===== src/rtl/period_counter_pkg.sv =====
// Shared definitions for the multi-channel period counter: edge-mode
// encodings, flag bit positions, the per-channel result record and edge matching.
package period_counter_pkg;

  localparam logic [1:0] EDGE_RISE = 2'b00;
  localparam logic [1:0] EDGE_FALL = 2'b01;
  localparam logic [1:0] EDGE_BOTH = 2'b10;

  localparam int FLG_OVF = 0;
  localparam int FLG_OVR = 1;

  // Widest supported counter; narrower channels zero-extend into it.
  localparam int PERIOD_MAX_W = 48;

  typedef struct packed {
    logic [PERIOD_MAX_W-1:0] period;
    logic                    ovf;
    logic                    ovr;
  } result_t;

  function automatic logic edge_match(input logic [1:0] mode,
                                      input logic       prev,
                                      input logic       cur);
    logic rise_v;
    logic fall_v;
    logic hit_v;
    rise_v = cur & ~prev;
    fall_v = prev & ~cur;
    case (mode)
      EDGE_FALL: hit_v = fall_v;
      EDGE_BOTH: hit_v = rise_v | fall_v;
      default:   hit_v = rise_v;
    endcase
    return hit_v;
  endfunction

endpackage


===== src/rtl/period_counter_mc_channel.sv =====
// One measurement channel: input synchroniser, edge detect, saturating
// period counter with first-edge arming, and a single-entry result slot.
module period_channel
  import period_counter_pkg::*;
#(
  parameter int CNT_W       = 32,
  parameter int SYNC_STAGES = 2
) (
  input  logic       clk,
  input  logic       rst,
  input  logic       sig,
  input  logic       en,
  input  logic [1:0] mode,
  input  logic       grant,
  output logic       pend,
  output result_t    slot,
  output logic       edge_pulse
);

  localparam logic [CNT_W-1:0] CNT_MAX = {CNT_W{1'b1}};
  localparam logic [CNT_W-1:0] CNT_ONE = {{(CNT_W-1){1'b0}}, 1'b1};

  logic [SYNC_STAGES-1:0] sync_r;
  logic                   hist_r;
  logic                   edge_s;
  logic                   edge_pulse_r;
  logic [CNT_W-1:0]       cnt_r;
  logic [CNT_W-1:0]       cap_period_r;
  logic                   cap_vld_r;
  logic                   armed_r;
  logic                   pend_r;
  result_t                slot_r;

  // Synchroniser and history keep running while disabled so no stale edge appears on enable.
  always_ff @(posedge clk or negedge rst) begin
    if (!rst) begin
      sync_r <= '0;
      hist_r <= 1'b0;
    end else begin
      sync_r <= {sync_r[SYNC_STAGES-2:0], sig};
      hist_r <= sync_r[SYNC_STAGES-1];
    end
  end

  // Edge qualification against the selected mode.
  always_comb begin
    edge_s = 1'b0;
    if (en) begin
      edge_s = edge_match(mode, hist_r, sync_r[SYNC_STAGES-1]);
    end else begin
      edge_s = 1'b0;
    end
  end

  // Counter, arming and capture stage; the captured period is committed to the slot next cycle.
  always_ff @(posedge clk or negedge rst) begin
    if (!rst) begin
      cnt_r        <= '0;
      cap_period_r <= '0;
      cap_vld_r    <= 1'b0;
      armed_r      <= 1'b0;
      edge_pulse_r <= 1'b0;
    end else if (!en) begin
      cnt_r        <= '0;
      cap_vld_r    <= 1'b0;
      armed_r      <= 1'b0;
      edge_pulse_r <= 1'b0;
    end else begin
      edge_pulse_r <= edge_s;
      cap_vld_r    <= edge_s & armed_r;
      if (edge_s) begin
        cnt_r        <= CNT_ONE;
        cap_period_r <= cnt_r;
        armed_r      <= 1'b1;
      end else if (cnt_r != CNT_MAX) begin
        cnt_r <= cnt_r + CNT_ONE;
      end
    end
  end

  // Pending slot: a capture wins over a same-cycle grant, which has already taken the old contents.
  always_ff @(posedge clk or negedge rst) begin
    if (!rst) begin
      pend_r <= 1'b0;
      slot_r <= '0;
    end else if (!en) begin
      pend_r <= 1'b0;
      slot_r <= '0;
    end else if (cap_vld_r) begin
      pend_r        <= 1'b1;
      slot_r.period <= PERIOD_MAX_W'(cap_period_r);
      slot_r.ovf    <= (cap_period_r == CNT_MAX);
      slot_r.ovr    <= pend_r & ~grant;
    end else if (grant) begin
      pend_r     <= 1'b0;
      slot_r.ovr <= 1'b0;
    end
  end

  assign pend       = pend_r;
  assign slot       = slot_r;
  assign edge_pulse = edge_pulse_r;

endmodule


===== src/rtl/period_counter_mc.sv =====
// Multi-channel period counter top: per-channel instances, round-robin
// arbitration of pending results, and a valid/ready output register.
module period_counter_mc
  import period_counter_pkg::*;
#(
  parameter int  NUM_CH      = 4,
  parameter int  CNT_W       = 32,
  parameter int  SYNC_STAGES = 2,
  localparam int CH_W        = (NUM_CH > 1) ? $clog2(NUM_CH) : 1
) (
  input  logic                clk,
  input  logic                rst,
  input  logic [NUM_CH-1:0]   sig_in,
  input  logic [NUM_CH-1:0]   ch_en,
  input  logic [2*NUM_CH-1:0] edge_mode,
  output logic                out_valid,
  input  logic                out_ready,
  output logic [CH_W-1:0]     out_ch,
  output logic [CNT_W-1:0]    out_period,
  output logic [1:0]          out_flags,
  output logic [NUM_CH-1:0]   edge_pulse
);

  logic [NUM_CH-1:0] pend_s;
  logic [NUM_CH-1:0] grant_s;
  result_t           slot_s [NUM_CH];
  result_t           sel_res_s;
  logic              load_s;
  logic              found_s;
  logic              hit_s;
  logic [CH_W:0]     rr_sum_s;
  logic [CH_W-1:0]   gnt_idx_s;
  logic [CH_W-1:0]   ptr_r;
  logic              out_valid_r;
  logic [CH_W-1:0]   out_ch_r;
  logic [CNT_W-1:0]  out_period_r;
  logic [1:0]        out_flags_r;
  logic              unused_sel_s;

  for (genvar i = 0; i < NUM_CH; i++) begin : g_ch
    period_channel #(
      .CNT_W       (CNT_W),
      .SYNC_STAGES (SYNC_STAGES)
    ) u_ch (
      .clk        (clk),
      .rst        (rst),
      .sig        (sig_in[i]),
      .en         (ch_en[i]),
      .mode       (edge_mode[2*i+1:2*i]),
      .grant      (grant_s[i]),
      .pend       (pend_s[i]),
      .slot       (slot_s[i]),
      .edge_pulse (edge_pulse[i])
    );
  end

  // Output register may take a new result when empty or draining this cycle.
  assign load_s = ~out_valid_r | out_ready;

  // Round-robin search starting at ptr_r, the channel after the last grant.
  always_comb begin
    found_s   = 1'b0;
    hit_s     = 1'b0;
    rr_sum_s  = '0;
    gnt_idx_s = '0;
    for (int k = 0; k < NUM_CH; k++) begin
      rr_sum_s  = {1'b0, ptr_r} + (CH_W+1)'(k);
      rr_sum_s  = (rr_sum_s >= (CH_W+1)'(NUM_CH)) ? rr_sum_s - (CH_W+1)'(NUM_CH) : rr_sum_s;
      hit_s     = pend_s[rr_sum_s[CH_W-1:0]] & ~found_s;
      gnt_idx_s = hit_s ? rr_sum_s[CH_W-1:0] : gnt_idx_s;
      found_s   = found_s | hit_s;
    end
  end

  // One-hot grant back to the selected channel.
  always_comb begin
    grant_s = '0;
    if (load_s && found_s) begin
      grant_s[gnt_idx_s] = 1'b1;
    end else begin
      grant_s = '0;
    end
  end

  assign sel_res_s    = slot_s[gnt_idx_s];
  assign unused_sel_s = ^sel_res_s.period;

  // Round-robin pointer moves past each granted channel.
  always_ff @(posedge clk or negedge rst) begin
    if (!rst) begin
      ptr_r <= '0;
    end else if (load_s && found_s) begin
      ptr_r <= (gnt_idx_s == CH_W'(NUM_CH - 1)) ? '0 : gnt_idx_s + 1'b1;
    end
  end

  // Output register: holds while stalled, reloads on the transfer cycle for gapless streaming.
  always_ff @(posedge clk or negedge rst) begin
    if (!rst) begin
      out_valid_r  <= 1'b0;
      out_ch_r     <= '0;
      out_period_r <= '0;
      out_flags_r  <= '0;
    end else if (load_s && found_s) begin
      out_valid_r           <= 1'b1;
      out_ch_r              <= gnt_idx_s;
      out_period_r          <= sel_res_s.period[CNT_W-1:0];
      out_flags_r[FLG_OVF]  <= sel_res_s.ovf;
      out_flags_r[FLG_OVR]  <= sel_res_s.ovr;
    end else if (out_ready) begin
      out_valid_r <= 1'b0;
    end
  end

  assign out_valid  = out_valid_r;
  assign out_ch     = out_ch_r;
  assign out_period = out_period_r;
  assign out_flags  = out_flags_r;

endmodule


===== config.mk =====
export PLATFORM = sky130hd
export DESIGN_NAME = period_counter_mc
export DESIGN_NICKNAME = d
export VERILOG_FILES = /design/src/rtl/period_counter_pkg.sv /design/src/rtl/period_counter_mc_channel.sv /design/src/rtl/period_counter_mc.sv
export SDC_FILE = /design/constraint.sdc
export NUM_CORES = 1
export LEC_CHECK = 0
export ABC_AREA = 1
export CORE_MARGIN = 8
export CORE_UTILIZATION = 48
export CTS_CLUSTER_DIAMETER = 100
export DETAILED_ROUTE_END_ITERATION = 6
export DONT_BUFFER_PORTS = 1
export PLACE_DENSITY_LB_ADDON = 0.12
export SLEW_MARGIN = 20
export SYNTH_ARGS = -nofsm -noshare
export SYNTH_HDL_FRONTEND = slang
export SYNTH_SLANG_ARGS = --single-unit

===== constraint.sdc =====
create_clock -name clk -period 2.25 [get_ports clk]
set_input_delay 0.225 -clock clk [delete_from_list [all_inputs] [get_ports clk]]
set_output_delay 0.225 -clock clk [all_outputs]
set_load 0.005 [all_outputs]

* Word level (Yosys, flattened, before mapping)
Index checks and enable logic that the tools add are counted.
** Storage, ports and cells
- Bits in registers :: 523
- Logic and storage cells :: 241
- Output and inout port bits :: 41
- Input bits :: 19
** Cells by class
- Reductions and logical operators :: 7
- Multiplexer cells :: 85
- Equal/unequal tests :: 33
- Add/subtract/negate cells :: 12
- Order comparisons :: 11
- Bitwise gates (word level) :: 44
** Operators by type and width (count)
- $mux W32 :: 12
- $mux W50 :: 4
- $mux W49 :: 4
- $add A32 B1 Y32 const B :: 4
- $eq A32 B32 Y1 const B :: 4
- $ne A32 B32 Y1 const B :: 4
- $bmux W50 S2 :: 1
- $mux W34 :: 2
- $mux W1 :: 43
- $ne A3 B1 Y1 const B :: 8
- $and A1 B1 Y1 :: 19
- $mux W2 :: 9
- $ne A2 B1 Y1 const B :: 8
- $not A1 Y1 :: 16
- $lt A2 B3 Y1 const B :: 5
- $ge A3 B3 Y1 const B :: 4
- $eq A2 B2 Y1 const B :: 5
- $bmux W1 S2 :: 4
- $eq A2 B1 Y1 const B :: 4
- $or A1 B1 Y1 :: 8
- $pmux W1 S2 :: 4
- $reduce_and A2 Y1 :: 4
- $sub A2 B1 Y2 const B :: 4
- $add A2 B2 Y3 const B :: 2
- other kinds (9) :: 10

* Depth between registers and ports, before layout
Gate-level depths: netlist of run 1.
- Word-level depth :: 22
- Gate-level depth with buffers :: 16

* By module
From an unflattened synthesis of run 1, not the netlist that was laid out.
** Second synthesis, totals
- Cell total of the unflattened synthesis :: 2854
- Area total of the unflattened synthesis :: 23060.9 sq um
** Modules (own cells, without submodules)
- period_channel :: instances 4, area each 5029.8 sq um, cells each 597, sequential area each 2627.5 sq um
- period_counter_mc :: instances 1, area each 2941.6 sq um, cells each 466, sequential area each 975.9 sq um

* Worst setup path before layout of run 1
OpenSTA, ideal clock, no wires.
- Path type :: register to register
- Start :: reg g_ch[2].u_ch.hist_r
- End :: reg g_ch[2].u_ch.cnt_r[21]
- Setup slack :: 333 ps
- Path buffers :: 1
- Arrival time :: 1778 ps
- Clock period less this slack :: 1917 ps
- Cell stages (with the launch flop) :: 12
- Cells stage by stage :: dfrtp_1 -> inv_1 -> ha_1 -> inv_1 -> nand2_1 -> nand3_1 -> nand2_1 -> nor2_2 -> clkinv_1 -> nand4_1 -> clkbuf_1 -> o21ai_0
** Between the ends
- Cells in the longest elaborated chain, start to end :: 7
** Ends and longest elaborated chain
- from (decl) :: line period_counter_mc_channel.sv:24 : logic hist_r;
- from (signal assigned) :: line period_counter_mc_channel.sv:41 : hist_r <= sync_r[SYNC_STAGES-1];
- $not A1 Y1 :: line period_counter_pkg.sv:27 : rise_v = cur & ~prev;
- $and A1 B1 Y1 :: line period_counter_pkg.sv:27
- $or A1 B1 Y1 :: line period_counter_pkg.sv:31 : EDGE_BOTH: hit_v = rise_v | fall_v;
- $pmux W1 S2 (*) :: line period_counter_pkg.sv:29 : case (mode)
- $mux W1 (*) :: line period_counter_mc_channel.sv:48 : if (en) begin
- $mux W32 :: line period_counter_mc_channel.sv:71 : if (edge_s) begin
- $mux W32 :: line period_counter_mc_channel.sv:63 : end else if (!en) begin
- to (signal assigned) :: line period_counter_mc_channel.sv:76 : cnt_r <= cnt_r + CNT_ONE;
- to (decl) :: line period_counter_mc_channel.sv:27 : logic [CNT_W-1:0] cnt_r;
Mark *: on every way between the ends. The rest lies on a longest branch, timed or not.
A chain may end at the register's enable or synchronous reset.

* Worst setup path in the final report of run 1
- Start :: reg ptr_r[0]
- End :: reg out_period_r[8], in the netlist out_period[8]
** Between the ends
- Cells in the longest elaborated chain, start to end :: 17
** Ends and longest elaborated chain
- from (decl) :: line period_counter_mc.sv:33 : logic [CH_W-1:0] ptr_r;
- from (signal assigned) :: line period_counter_mc.sv:93 : ptr_r <= (gnt_idx_s == CH_W'(NUM_CH - 1)) ? '0 : gnt_idx_s + 1'b1;
- $add A2 B1 Y3, or another cell as far along :: line period_counter_mc.sv:67 : rr_sum_s = {1'b0, ptr_r} + (CH_W+1)'(k);
- $ge A3 B3 Y1, or another cell as far along :: line period_counter_mc.sv:68 : rr_sum_s = (rr_sum_s >= (CH_W+1)'(NUM_CH)) ? rr_sum_s - (CH_W+1)'(NUM_CH) : rr_sum_s;
- $mux W2 / $bmux W1 S2 (equally long branches) :: line period_counter_mc.sv:68, period_counter_mc.sv:69
- $bmux W1 S2 / $mux W1 (equally long branches) :: line period_counter_mc.sv:69 : hit_s = pend_s[rr_sum_s[CH_W-1:0]] & ~found_s;
- $mux W1 (implied by the code) / $not A1 Y1 (equally long branches) :: line period_counter_mc.sv:69
- $and A1 B1 Y1 :: line period_counter_mc.sv:69
- $or A1 B1 Y1 :: line period_counter_mc.sv:71 : found_s = found_s | hit_s;
- $not A1 Y1 :: line period_counter_mc.sv:69
- $and A1 B1 Y1 :: line period_counter_mc.sv:69
- $or A1 B1 Y1 :: line period_counter_mc.sv:71
- $not A1 Y1 :: line period_counter_mc.sv:69
- $and A1 B1 Y1 :: line period_counter_mc.sv:69
- $mux W2 :: line period_counter_mc.sv:70 : gnt_idx_s = hit_s ? rr_sum_s[CH_W-1:0] : gnt_idx_s;
- $not A2 Y3 (implied by the code) :: line period_counter_mc.sv:85 : assign sel_res_s = slot_s[gnt_idx_s];
- $bmux W50 S2 :: line period_counter_mc.sv:85
- $mux W34 (implied by the code) (2 in a row) :: line period_counter_mc.sv:85
- to (signal assigned) :: line period_counter_mc.sv:107 : out_period_r <= sel_res_s.period[CNT_W-1:0];
- to (decl) :: line period_counter_mc.sv:36 : logic [CNT_W-1:0] out_period_r;
Several ways; a longest one is shown, not always the timed one. The select of a mux whose other input is x is not followed.

==> run metrics, run 1 <==
Final Cycle Share=95.6%; Max Cap Viol=0; Clock Sinks=459; Congestion Overflow GR=0; synthesized area=22,100 sq um; number of diodes=0; skew final=0.0103 ns; number of top-level pins=60; drt total wl=65.8 mm; Arr. time, crit path=2.69 ns; FMAX=0.465 GHz; worst setup path class=flip-flop to flip-flop; Detail Route Antenna Nets=0; CP Launch Type=flip-flop; Clk pwr share=37.9%; vias in the first global route=18,700; sequential power share=39.7%; Psw=0.00691 W; Final Non-Filler Cells=3,488; Synth Register Bits=459; r2r worst-path depth=16; Static Leakage=11.7 nW; Worst IR Drop VDD=1.32 mV; total CTS buffers=51; critical path capture point type=flip-flop; Final HPWL DP=46.7 mm; failing checks=negative hold slack, max-slew violations; filler cell count=4,271; status=complete, but fails checks; post-placement cell count=3,376; CTS tree=yes; post-synthesis cell type count=46; synth warn=0; Die Y=231 microns; layout cells sized above 1=10.5%; RD Place Congestion=0.947; RSZ-0062 raised after global routing=true; first-pass GRT wire length=105 mm; Max Slew Vio Count=133; Int Pwr=0.0146 W; Net Sw Frac=32.1%; Post-synth ARST share=100%; register area share after synthesis=52.0%; final core utilization=55.5%; combinational power share=22.4%; detailed-route wire length per cell=18.9 microns; EDFF count, synth=0; final count of hold timing violations=459; largest net degree at the start of global routing=460; hold_buf cts=9; Max clock buf depth=3; # DRC=0; class of the worst hold path=input pin to async pin; Clock Latency Late Sink=0.59 ns; ys flop type=dfrtp_1; Buffers on Ports=0; num rows=78; effective utilization at floorplan=48.7%; nets=2,885; vias per cell=5.53; final count of negative-setup-slack endpoints=0; initial antenna violation count=0; via count=19,300; critical path fanouts, max=9; Mapped Cells=2,787; Tmin final=2.15 ns; final hold slack=-0.644 ns; Avg Inst Size Synth=7.93 sq um; area grow syn2layout=14.0%; Slew HR=-13.8%; Post-Syn Nets=2,826; chip width=231 microns; H-tree depth=2; die area=53,200 sq um; worst path required time=2.78 ns; CTS clk-pin slew, worst paths=0.06 ns; All-Layer GR Usage=24.4%; TritonRoute pass-1 iters=7; Starting DRT DRC Count=1,657; Worst-Margin Slew=1.71 ns; pwr dens=855 nW/um^2; Clock Tree Root=clkbuf_16; total core area=45,400 sq um
cell usage in the layout, fill, tap and decap left out, types with 3 or more instances in the layout:
master,netlist,final
nand2_1,888,846
dfrtp_1,459,458
o21ai_0,301,300
inv_1,289,288
nand3_1,202,199
nor2_1,160,147
buf_4,11,95
nor3_1,76,74
nand4_1,71,71
clkbuf_16,0,55
nand2_2,5,46
a21oi_1,39,39
a22o_1,37,37
or2_2,31,31
nor4_1,20,19
ha_1,20,19
nor2_2,5,17
clkbuf_1,76,15
clkinv_2,0,13
o41ai_1,11,11
clkbuf_8,0,10
dlygate4sd3_1,0,9
buf_12,0,8
clkinv_1,6,6
a31oi_1,6,6
nand3b_1,6,6
nand3_2,2,5
o211ai_1,5,5
xor2_1,4,4
o31ai_1,4,4
inv_2,4,3
a32o_1,3,3
clkinvlp_4,0,3
registers in the layout, summed over array words and instances, names as in the netlist:
name	cells
g_ch.u_ch.armed_r	4
g_ch.u_ch.cap_period_r	128
g_ch.u_ch.cap_vld_r	4
g_ch.u_ch.cnt_r	128
g_ch.u_ch.edge_pulse	4
g_ch.u_ch.hist_r	4
g_ch.u_ch.pend	4
g_ch.u_ch.slot	136
g_ch.u_ch.sync_r	8
out_ch	2
out_flags	2
out_period	32
out_valid	1
ptr_r	2
metrics by stage:
stage | setup TNS (ns) | total power [W] | area [sq um] | hold WS, ns | worst slack (ns)
floorplan | 0 | 0.0116 | 22100 | -0.0706 | 0.333
global placement | -0.435 | 0.0125 | 23100 | -0.0464 | -0.0920
detailed placement | -0.625 | 0.0125 | 23100 | -0.0447 | -0.107
CTS | 0 | 0.0207 | 24900 | -0.678 | 0.0233
global route | -1.42 | 0.0223 | 25200 | -0.678 | -0.0560
finish | 0 | 0.0215 | 25200 | -0.644 | 0.0985
logic make-up after synthesis:
kind of cell / after synthesis / share of synthesized area [%]
buffers and inverters: 411 / 7.65
adders and majority gates: 20 / 1.13
DFF: 459 / 52.0
AOI/OAI and AO/OA: 418 / 10.6
xor gates and xnor gates: 5 / 0.198
muxes: 1 / 0.0509
and+or+nand+nor: 1473 / 28.4
cell usage after synthesis, types with 2 or more instances:
library cell / number / area [sq um]
o211a_1: 2 / 20.0
or2_2: 31 / 194
o21ai_0: 301 / 1510
clkinv_1: 6 / 22.5
nand2_4: 2 / 22.5
ha_1: 20 / 250
o41ai_1: 11 / 96.3
o31ai_1: 4 / 30.0
clkbuf_1: 76 / 285
buf_4: 11 / 82.6
nor2_1: 160 / 601
a32o_1: 3 / 30.0
nand3_2: 2 / 20.0
o22ai_1: 2 / 12.5
o211ai_1: 5 / 37.5
nand2_1: 888 / 3330
a21oi_1: 39 / 195
a22o_1: 37 / 324
nor2_2: 5 / 31.3
dfrtp_1: 459 / 11500
nor3_1: 76 / 380
nand3_1: 202 / 1010
xor2_1: 4 / 35.0
nand3b_1: 6 / 45.0
buf_6: 12 / 135
a31oi_1: 6 / 37.5
inv_1: 289 / 1080
nand2_2: 5 / 31.3
nand4_1: 71 / 444
nor3b_1: 2 / 15.0
nor4_1: 20 / 125
buf_2: 13 / 65.1
inv_2: 4 / 15.0
cell type report:
type / count / area, sq um / share of cell area (%)
clock buffer: 78 / 1520 / 6.03
tap: 600 / 751 / 2.98
inverter: 299 / 1130 / 4.47
multi-input combinational: 1917 / 9120 / 36.2
sequential: 459 / 11500 / 45.6
clock inverter: 17 / 118 / 0.467
timing repair buffer: 118 / 1080 / 4.28
worst max-delay path, stage by stage (launching register included):
cell and delay (ns):
dfrtp_2 0.45, buf_6 0.15, nand2_1 0.08, nand2_2 0.07
nand2_1 0.08, nand2_1 0.06, nor2_2 0.15, nand3_2 0.12
nand2_4 0.15, buf_4 0.18, clkbuf_16 0.18, nand3_1 0.07
nand2_1 0.08, nand2_1 0.10, nand2_1 0.08, nand2_1 0.04
nand2_1 0.05
what timing repair did:
item / 4_1_cts / 5_1_grt
setup buffers: 0 / 4
gates cloned: 0 / 4
endpoints found under the hold margin: 510 / 459
gates resized for setup: 3 / 76
pin swaps: 0 / 4
endpoints found under the setup margin: 26 / 81
routing by layer:
metal	vias up	share of wire, %	track usage, %
met3	123	7.0	4.88
met4	0	3.0	7.36
li1	9206	-	-
met2	580	45	37.7
met1	9365	45	34.4
met5	-	0	0
power groups by stage:
stage	Sequential (W)	Clock [W]	Combinational [W]
2_1_floorplan	0.00865	0	0.00297
4_1_cts	0.00856	0.00834	0.00384
3_3_place_gp	0.00870	0	0.00378
3_5_place_dp	0.00870	0	0.00377
6_report	0.00856	0.00816	0.00482
5_1_grt	0.00858	0.00865	0.00510
path summary, 6_finish.rpt:
| kind | start | end | slack [ns] |
|---|---|---|---|
| worst min-delay path | rst | g_ch[1].u_ch.cnt_r[30] | -0.64 |
| worst min register to register | g_ch[2].u_ch.sync_r[0] | g_ch[2].u_ch.sync_r[1] | 0.35 |
| min in group clk | ch_en[2] | g_ch[2].u_ch.cnt_r[0] | 0.04 |
| worst max register to register | ptr_r[0] | out_period[8] | 0.1 |
| worst max-delay path | ptr_r[0] | out_period[8] | 0.1 |
| max in group asynchronous | rst | g_ch[3].u_ch.slot[28] | 1.55 |
(Power assumes the default switching activity.)
==> run 2: changes to the inputs <==
==> constraint.sdc (replaced) <==
create_clock -name clk -period 2.25 [get_ports clk]
set_input_delay 0.1125 -clock clk [delete_from_list [all_inputs] [get_ports clk]]
set_output_delay 0.1125 -clock clk [all_outputs]
set_load 0.005 [all_outputs]
==> run metrics, run 2 (same netlist as run 1, synthesis figures left out) <==
status=complete, but fails checks (unchanged); failing checks=negative hold slack, max-slew violations (unchanged); Max clock buf depth=3 (unchanged); class of the worst hold path=input pin to async pin (unchanged); Slew HR=-9.97% (was -13.8%); skew final=0.00986 ns (was 0.0103 ns); Starting DRT DRC Count=1,653 (was 1,657); Clock Latency Late Sink=0.59 ns (about the same); drt total wl=65.1 mm (was 65.8 mm); RD Place Congestion=0.945 (was 0.947); crit path cell chain=buf_4 -> nand2_1 -> nand2_1 -> nand2_1 -> nand2_1 -> nor2_4 -> nand3_2 -> nand2_4 -> nand2_4 -> buf_8 -> nand2_1 -> nand2_1 -> nand2_1 -> nand2_1 -> nand2_1 -> nand2_1 (was buf_6 -> nand2_1 -> nand2_2 -> nand2_1 -> nand2_1 -> nor2_2 -> nand3_2 -> nand2_4 -> buf_4 -> clkbuf_16 -> nand3_1 -> nand2_1 -> nand2_1 -> nand2_1 -> nand2_1 -> nand2_1); origin of the worst setup path=ptr_r[0] (unchanged); Die Y=231 microns (unchanged); worst setup path class=flip-flop to flip-flop (unchanged); sequential power share=39.1% (was 39.7%); hold_buf cts=9 (unchanged); Final HPWL DP=46.4 mm (was 46.7 mm); filler cell count=4,286 (was 4,271); Congestion Overflow GR=0 (unchanged); Int Pwr=0.0151 W (was 0.0146 W); Net Sw Frac=31.1% (was 32.1%); Clock Sinks=459 (unchanged); effective utilization at floorplan=48.7% (unchanged); num rows=78 (unchanged); Clk pwr share=40.5% (was 37.9%); final hold slack=-0.753 ns (was -0.644 ns); max FFs per register=136 (unchanged); critical path capture point type=flip-flop (unchanged); All-Layer GR Usage=24.0% (was 24.4%); detailed-route wire length per cell=18.7 microns (was 18.9 microns); final setup margin=0.103 ns (was 0.0985 ns); Final Non-Filler Cells=3,482 (was 3,488); TritonRoute pass-1 iters=7 (unchanged); # DRC=0 (unchanged); initial antenna violation count=0 (unchanged); Clock Tree Root=clkbuf_16 (unchanged); H-tree depth=2 (unchanged); via count=19,200 (was 19,300); most frequent cells in the layout=875 x nand2_1, 458 x dfrtp_1, 300 x o21ai_0, 289 x inv_1, 202 x nand3_1 (was 846 x nand2_1, 458 x dfrtp_1, 300 x o21ai_0, 288 x inv_1, 199 x nand3_1); area grow syn2layout=14.0% (unchanged); Slowest cell on crit path=dfrtp_2 (unchanged); vias in the first global route=18,600 (was 18,700); pwr dens=868 nW/um^2 (was 855 nW/um^2); FMAX=0.466 GHz (was 0.465 GHz); CP Launch Type=flip-flop (unchanged); Max Cap Viol=0 (unchanged); CP most frequent cell=nand2_1 (unchanged); RSZ-0062 raised after global routing=true (unchanged); worst path required time=2.73 ns (was 2.78 ns); Arr. time, crit path=2.62 ns (was 2.69 ns); CP endpoint=out_period[30] (was out_period[8]); first-pass GRT wire length=103 mm (was 105 mm); Psw=0.00680 W (was 0.00691 W); post-placement cell count=3,374 (was 3,376); FF-to-FF End=out_period[30] (was out_period[8]); largest net degree at the start of global routing=460 (unchanged); total core area=45,400 sq um (unchanged); vias per cell=5.52 (was 5.53); number of diodes=0 (unchanged); total power=0.0219 W (was 0.0215 W); Multi-input gate area=9020 sq um (was 9120 sq um); die area=53,200 sq um (unchanged); critical path's largest stage delay=0.45 ns (about the same); Buffers on Ports=0 (unchanged); Tmin final=2.15 ns (about the same); register area=11,500 sq um (unchanged); final count of negative-setup-slack endpoints=0 (unchanged); Worst-Margin Slew=1.65 ns (was 1.71 ns); combinational power share=20.4% (was 22.4%); Max Slew Vio Count=119 (was 133); number of top-level pins=60 (unchanged); Worst IR Drop VDD=1.04 mV (was 1.32 mV); chip width=231 microns (unchanged); final count of hold timing violations=459 (unchanged); worst r2r src=ptr_r[0] (unchanged); total CTS buffers=50 (was 51); Static Leakage=11.8 nW (was 11.7 nW); layout cells sized above 1=9.47% (was 10.5%); nets=2,881 (was 2,885); Final Cycle Share=95.4% (was 95.6%); reg2reg setup slack=0.10 ns (was 0.1 ns); r2r worst-path depth=16 (unchanged); critical path fanouts, max=24 (was 9); commonest non-fill, non-tap cell in the layout=nand2_1 (unchanged); CTS tree=yes (unchanged); Place WS=-0.00301 ns (was -0.107 ns); CTS clk-pin slew, worst paths=0.06 ns (about the same); Detail Route Antenna Nets=0 (unchanged)
-- run 2: routing by layer --
layer / global-route usage, % / share of wire (%) / up-vias / routed length (microns)
met5: 0 / 0 / - / 0
met1: 33.7 / 46 / 9326 / 29700
met3: 3.99 / 6.1 / 120 / 3990
li1: - / - / 9203 / -
met4: 7.70 / 3.0 / 0 / 1930
met2: 37.7 / 45 / 566 / 29500
-- run 2: stage by stage --
| step | utilization, % | cell area [sq um] | setup TNS (ns) |
|---|---|---|---|
| after global routing | 55.5 | 25200 | -0.169 |
| final | 55.5 | 25200 | 0 |
| after CTS | 55.1 | 25000 | 0 |
| after detailed placement | 50.9 | 23100 | -0.00301 |
| after floorplan | - | 22100 | 0 |
| after global placement | 50.9 | 23100 | 0 |
-- run 2: critical path, delay by kind of cell, from the launching register on --
family | cells | cell delay [ns]
buf+inv | 2 | 0.34
simple gates | 14 | 1.22
flops | 1 | 0.45
-- run 2: how the worst min path moves through the flow --
stage	end	slack, ns	cells after the start
finish	g_ch[1].u_ch.cnt_r[11]	-0.75	0
global route	g_ch[1].u_ch.cnt_r[11]	-0.78	0
CTS	g_ch[1].u_ch.cnt_r[15]	-0.79	0
detailed placement	g_ch[1].u_ch.cnt_r[15]	-0.16	0
global placement	g_ch[1].u_ch.cnt_r[10]	-0.16	0
floorplan	g_ch[0].u_ch.armed_r	-0.18	0
-- run 2: cell type report --
type / count / share of cell area, %
Sequential cell: 459 / 45.6
Tap cell: 600 / 2.98
Timing Repair Buffer: 115 / 4.09
Multi-Input combinational cell: 1917 / 35.8
Inverter: 299 / 4.49
Clock inverter: 28 / 1.43
Clock buffer: 64 / 5.63
-- run 2: timing repair --
action / 4_1_cts / 5_1_grt
setup buffers: 0 / 4
hold endpoints to repair: 602 / 459
gates resized for setup: 1 / 36
setup endpoints to repair: 1 / 76
pin swaps: 0 / 2
cloned: 1 / 2
-- run 2: power groups by stage --
stage | registers [W] | clock network [W] | logic (W)
2_1_floorplan | 0.00865 | 0 | 0.00297
3_3_place_gp | 0.00871 | 0 | 0.00376
3_5_place_dp | 0.00871 | 0 | 0.00377
4_1_cts | 0.00856 | 0.00907 | 0.00396
5_1_grt | 0.00858 | 0.00934 | 0.00474
6_report | 0.00856 | 0.00886 | 0.00445
==> run 3: changes to the inputs <==
--- a/config.mk
+++ b/config.mk
@@ -6,6 +6,7 @@
 export NUM_CORES = 1
 export LEC_CHECK = 0
 export ABC_AREA = 1
+export CORE_ASPECT_RATIO = 1.75
 export CORE_MARGIN = 8
 export CORE_UTILIZATION = 48
 export CTS_CLUSTER_DIAMETER = 100
==> run metrics, run 3 (same netlist as run 1, synthesis figures left out) <==
RD Place Congestion=0.943 (was 0.945); combinational power share=22.6% (was 20.4%); Detail Route Antenna Nets=0 (unchanged); via count=19,200 (about the same); Arr. time, crit path=2.59 ns (was 2.62 ns); total CTS buffers=44 (was 50); Die Y=300 microns (was 231 microns); Buffers on Ports=0 (unchanged); total core area=45,800 sq um (was 45,400 sq um); number of diodes=0 (unchanged); final count of hold timing violations=459 (unchanged); Net Sw Frac=31.8% (was 31.1%); initial antenna violation count=0 (unchanged); reg2reg setup slack=0.13 ns (was 0.10 ns); max FFs per register=136 (unchanged); crit path cell chain=nand2_1 -> nor2_1 -> nand4_1 -> nor4_1 -> buf_4 -> or2_2 -> nand3_1 -> o21ai_0 (was buf_4 -> nand2_1 -> nand2_1 -> nand2_1 -> nand2_1 -> nor2_4 -> nand3_2 -> nand2_4 -> nand2_4 -> buf_8 -> nand2_1 -> nand2_1 -> nand2_1 -> nand2_1 -> nand2_1 -> nand2_1); final setup margin=0.127 ns (was 0.103 ns); Static Leakage=11.7 nW (was 11.8 nW); Clock Sinks=459 (unchanged); final hold slack=-0.751 ns (was -0.753 ns); H-tree depth=2 (unchanged); Clk pwr share=36.5% (was 40.5%); Crit path max-delay family=simple AND/OR/NAND/NOR gates (unchanged); Place WS=0.0174 ns (was -0.00301 ns); Max Slew Vio Count=113 (was 119); TritonRoute pass-1 iters=5 (was 7); CP Launch Type=flip-flop (unchanged); pwr dens=834 nW/um^2 (was 868 nW/um^2); hold_buf cts=11 (was 9); sequential power share=40.9% (was 39.1%); Buf+Inv Stages, Crit Path=1 (was 2); Tmin final=2.12 ns (was 2.15 ns); critical path capture point type=flip-flop (unchanged); vias per cell=5.54 (was 5.52); Congestion Overflow GR=0 (unchanged); effective utilization at floorplan=48.3% (was 48.7%); largest net degree at the start of global routing=460 (unchanged); Worst-Margin Slew=1.55 ns (was 1.65 ns); Psw=0.00665 W (was 0.00680 W); Clock Latency Late Sink=0.57 ns (was 0.59 ns); vias in the first global route=19,300 (was 18,600); most frequent cells in the layout=883 x nand2_1, 458 x dfrtp_1, 300 x o21ai_0, 288 x inv_1, 194 x nand3_1 (was 875 x nand2_1, 458 x dfrtp_1, 300 x o21ai_0, 289 x inv_1, 202 x nand3_1); Clock Tree Root=clkbuf_16 (unchanged); num rows=104 (was 78); Final HPWL DP=51.2 mm (was 46.4 mm); detailed-route wire length per cell=20.1 microns (was 18.7 microns); chip width=178 microns (was 231 microns); CTS clk-pin slew, worst paths=0.07 ns (was 0.06 ns); Slew HR=-3.21% (was -9.97%); Int Pwr=0.0143 W (was 0.0151 W); # DRC=0 (unchanged); class of the worst hold path=input pin to async pin (unchanged); number of top-level pins=60 (unchanged); final count of negative-setup-slack endpoints=0 (unchanged); failing checks=negative hold slack, max-slew violations (unchanged); area grow syn2layout=13.5% (was 14.0%); nets=2,898 (was 2,881); FMAX=0.471 GHz (was 0.466 GHz); CTS tree=yes (unchanged); Max clock buf depth=3 (unchanged); worst path required time=2.72 ns (was 2.73 ns); Max Cap Viol=0 (unchanged); layout cells sized above 1=9.62% (was 9.47%); RSZ-0062 raised after global routing=true (unchanged); Starting DRT DRC Count=1,514 (was 1,653); critical path's largest stage delay=0.51 ns (was 0.45 ns); All-Layer GR Usage=26.4% (was 24.0%); Worst IR Drop VDD=0.847 mV (was 1.04 mV); commonest non-fill, non-tap cell in the layout=nand2_1 (unchanged); Final Cycle Share=94.3% (was 95.4%); first-pass GRT wire length=110 mm (was 103 mm); Post-Route Setup TNS=0 ns (unchanged); worst setup path class=flip-flop to flip-flop (unchanged); die area=53,400 sq um (was 53,200 sq um); drt total wl=70.0 mm (was 65.1 mm); Slowest cell on crit path=dfrtp_1 (was dfrtp_2); skew final=0.0163 ns (was 0.00986 ns); status=complete, but fails checks (unchanged); critical path fanouts, max=5 (was 24)
## run 3: cell types whose count changed in the layout (fill, tap and decap cells not counted), sizes merged
| cell | delta |
|---|---|
| buf | +21 |
| bufinv | -5 |
| clkbuf | -4 |
| clkinv | -5 |
| dlygate4sd3 | +2 |
## run 3: power groups by stage
stage / sequential, W / combinational, W / clock, W
6_report: 0.00855 / 0.00473 / 0.00762
5_1_grt: 0.00857 / 0.00505 / 0.00806
4_1_cts: 0.00855 / 0.00401 / 0.00779
3_5_place_dp: 0.00870 / 0.00396 / 0
3_3_place_gp: 0.00870 / 0.00391 / 0
2_1_floorplan: 0.00865 / 0.00297 / 0
## run 3: layout make-up
cell class	count	area, sq um
clock buffer	60	1270
clock inverter	18	188
fill	4378	20700
inverter	299	1130
multi-input combinational	1917	9040
sequential	459	11500
tap	583	729
timing repair buffer	138	1230
## run 3: worst paths after layout
check                                  startpoint  depth (start not counted)                      to
max                        g_ch[2].u_ch.cnt_r[15]                          8  g_ch[2].u_ch.cnt_r[22]
min                                           rst                          0  g_ch[3].u_ch.cnt_r[20]
max reg2reg                g_ch[2].u_ch.cnt_r[15]                          8  g_ch[2].u_ch.cnt_r[22]
min reg2reg                g_ch[0].u_ch.sync_r[0]                          0  g_ch[0].u_ch.sync_r[1]
max in group asynchronous                     rst                          0                ptr_r[0]
min in group clk                     edge_mode[5]                          5    g_ch[2].u_ch.armed_r
## run 3: timing repair
action                     4_1_cts  5_1_grt
hold endpoints to repair       585      459
gates cloned                     0        2
gates resized for setup          1       30
setup buffers                    0       15
setup endpoints to repair        1       94
pin swaps                        0        4
## run 3: worst register-to-register path: cells and delay by family (launching register included)
kind	cells	cell delay, ns
buffers and inverters	1	0.21
AO/OA/AOI/OAI	1	0.15
flip-flops	1	0.51
AND/OR/NAND/NOR	6	1.18
## run 3: routing by layer
| metal | vias up | GRT usage (%) | share of wire [%] |
|---|---|---|---|
| met5 | - | 0 | 0 |
| met4 | 0 | 18.0 | 8.0 |
| met3 | 195 | 3.98 | 4.3 |
| met2 | 515 | 45.7 | 51 |
| met1 | 9305 | 29.3 | 37 |
| li1 | 9222 | - | - |
## run 3: through the flow
| stage | util (%) | instances | power, W | cell area, sq um |
|---|---|---|---|---|
| after floorplan | - | 2787 | 0.0116 | 22100 |
| after CTS | 54.2 | 3457 | 0.0204 | 24800 |
| after global placement | 50.7 | 3368 | 0.0126 | 23200 |
| after global routing | 54.8 | 3474 | 0.0217 | 25100 |
| final | 54.8 | 3474 | 0.0209 | 25100 |
| after detailed placement | 50.7 | 3368 | 0.0127 | 23200 |
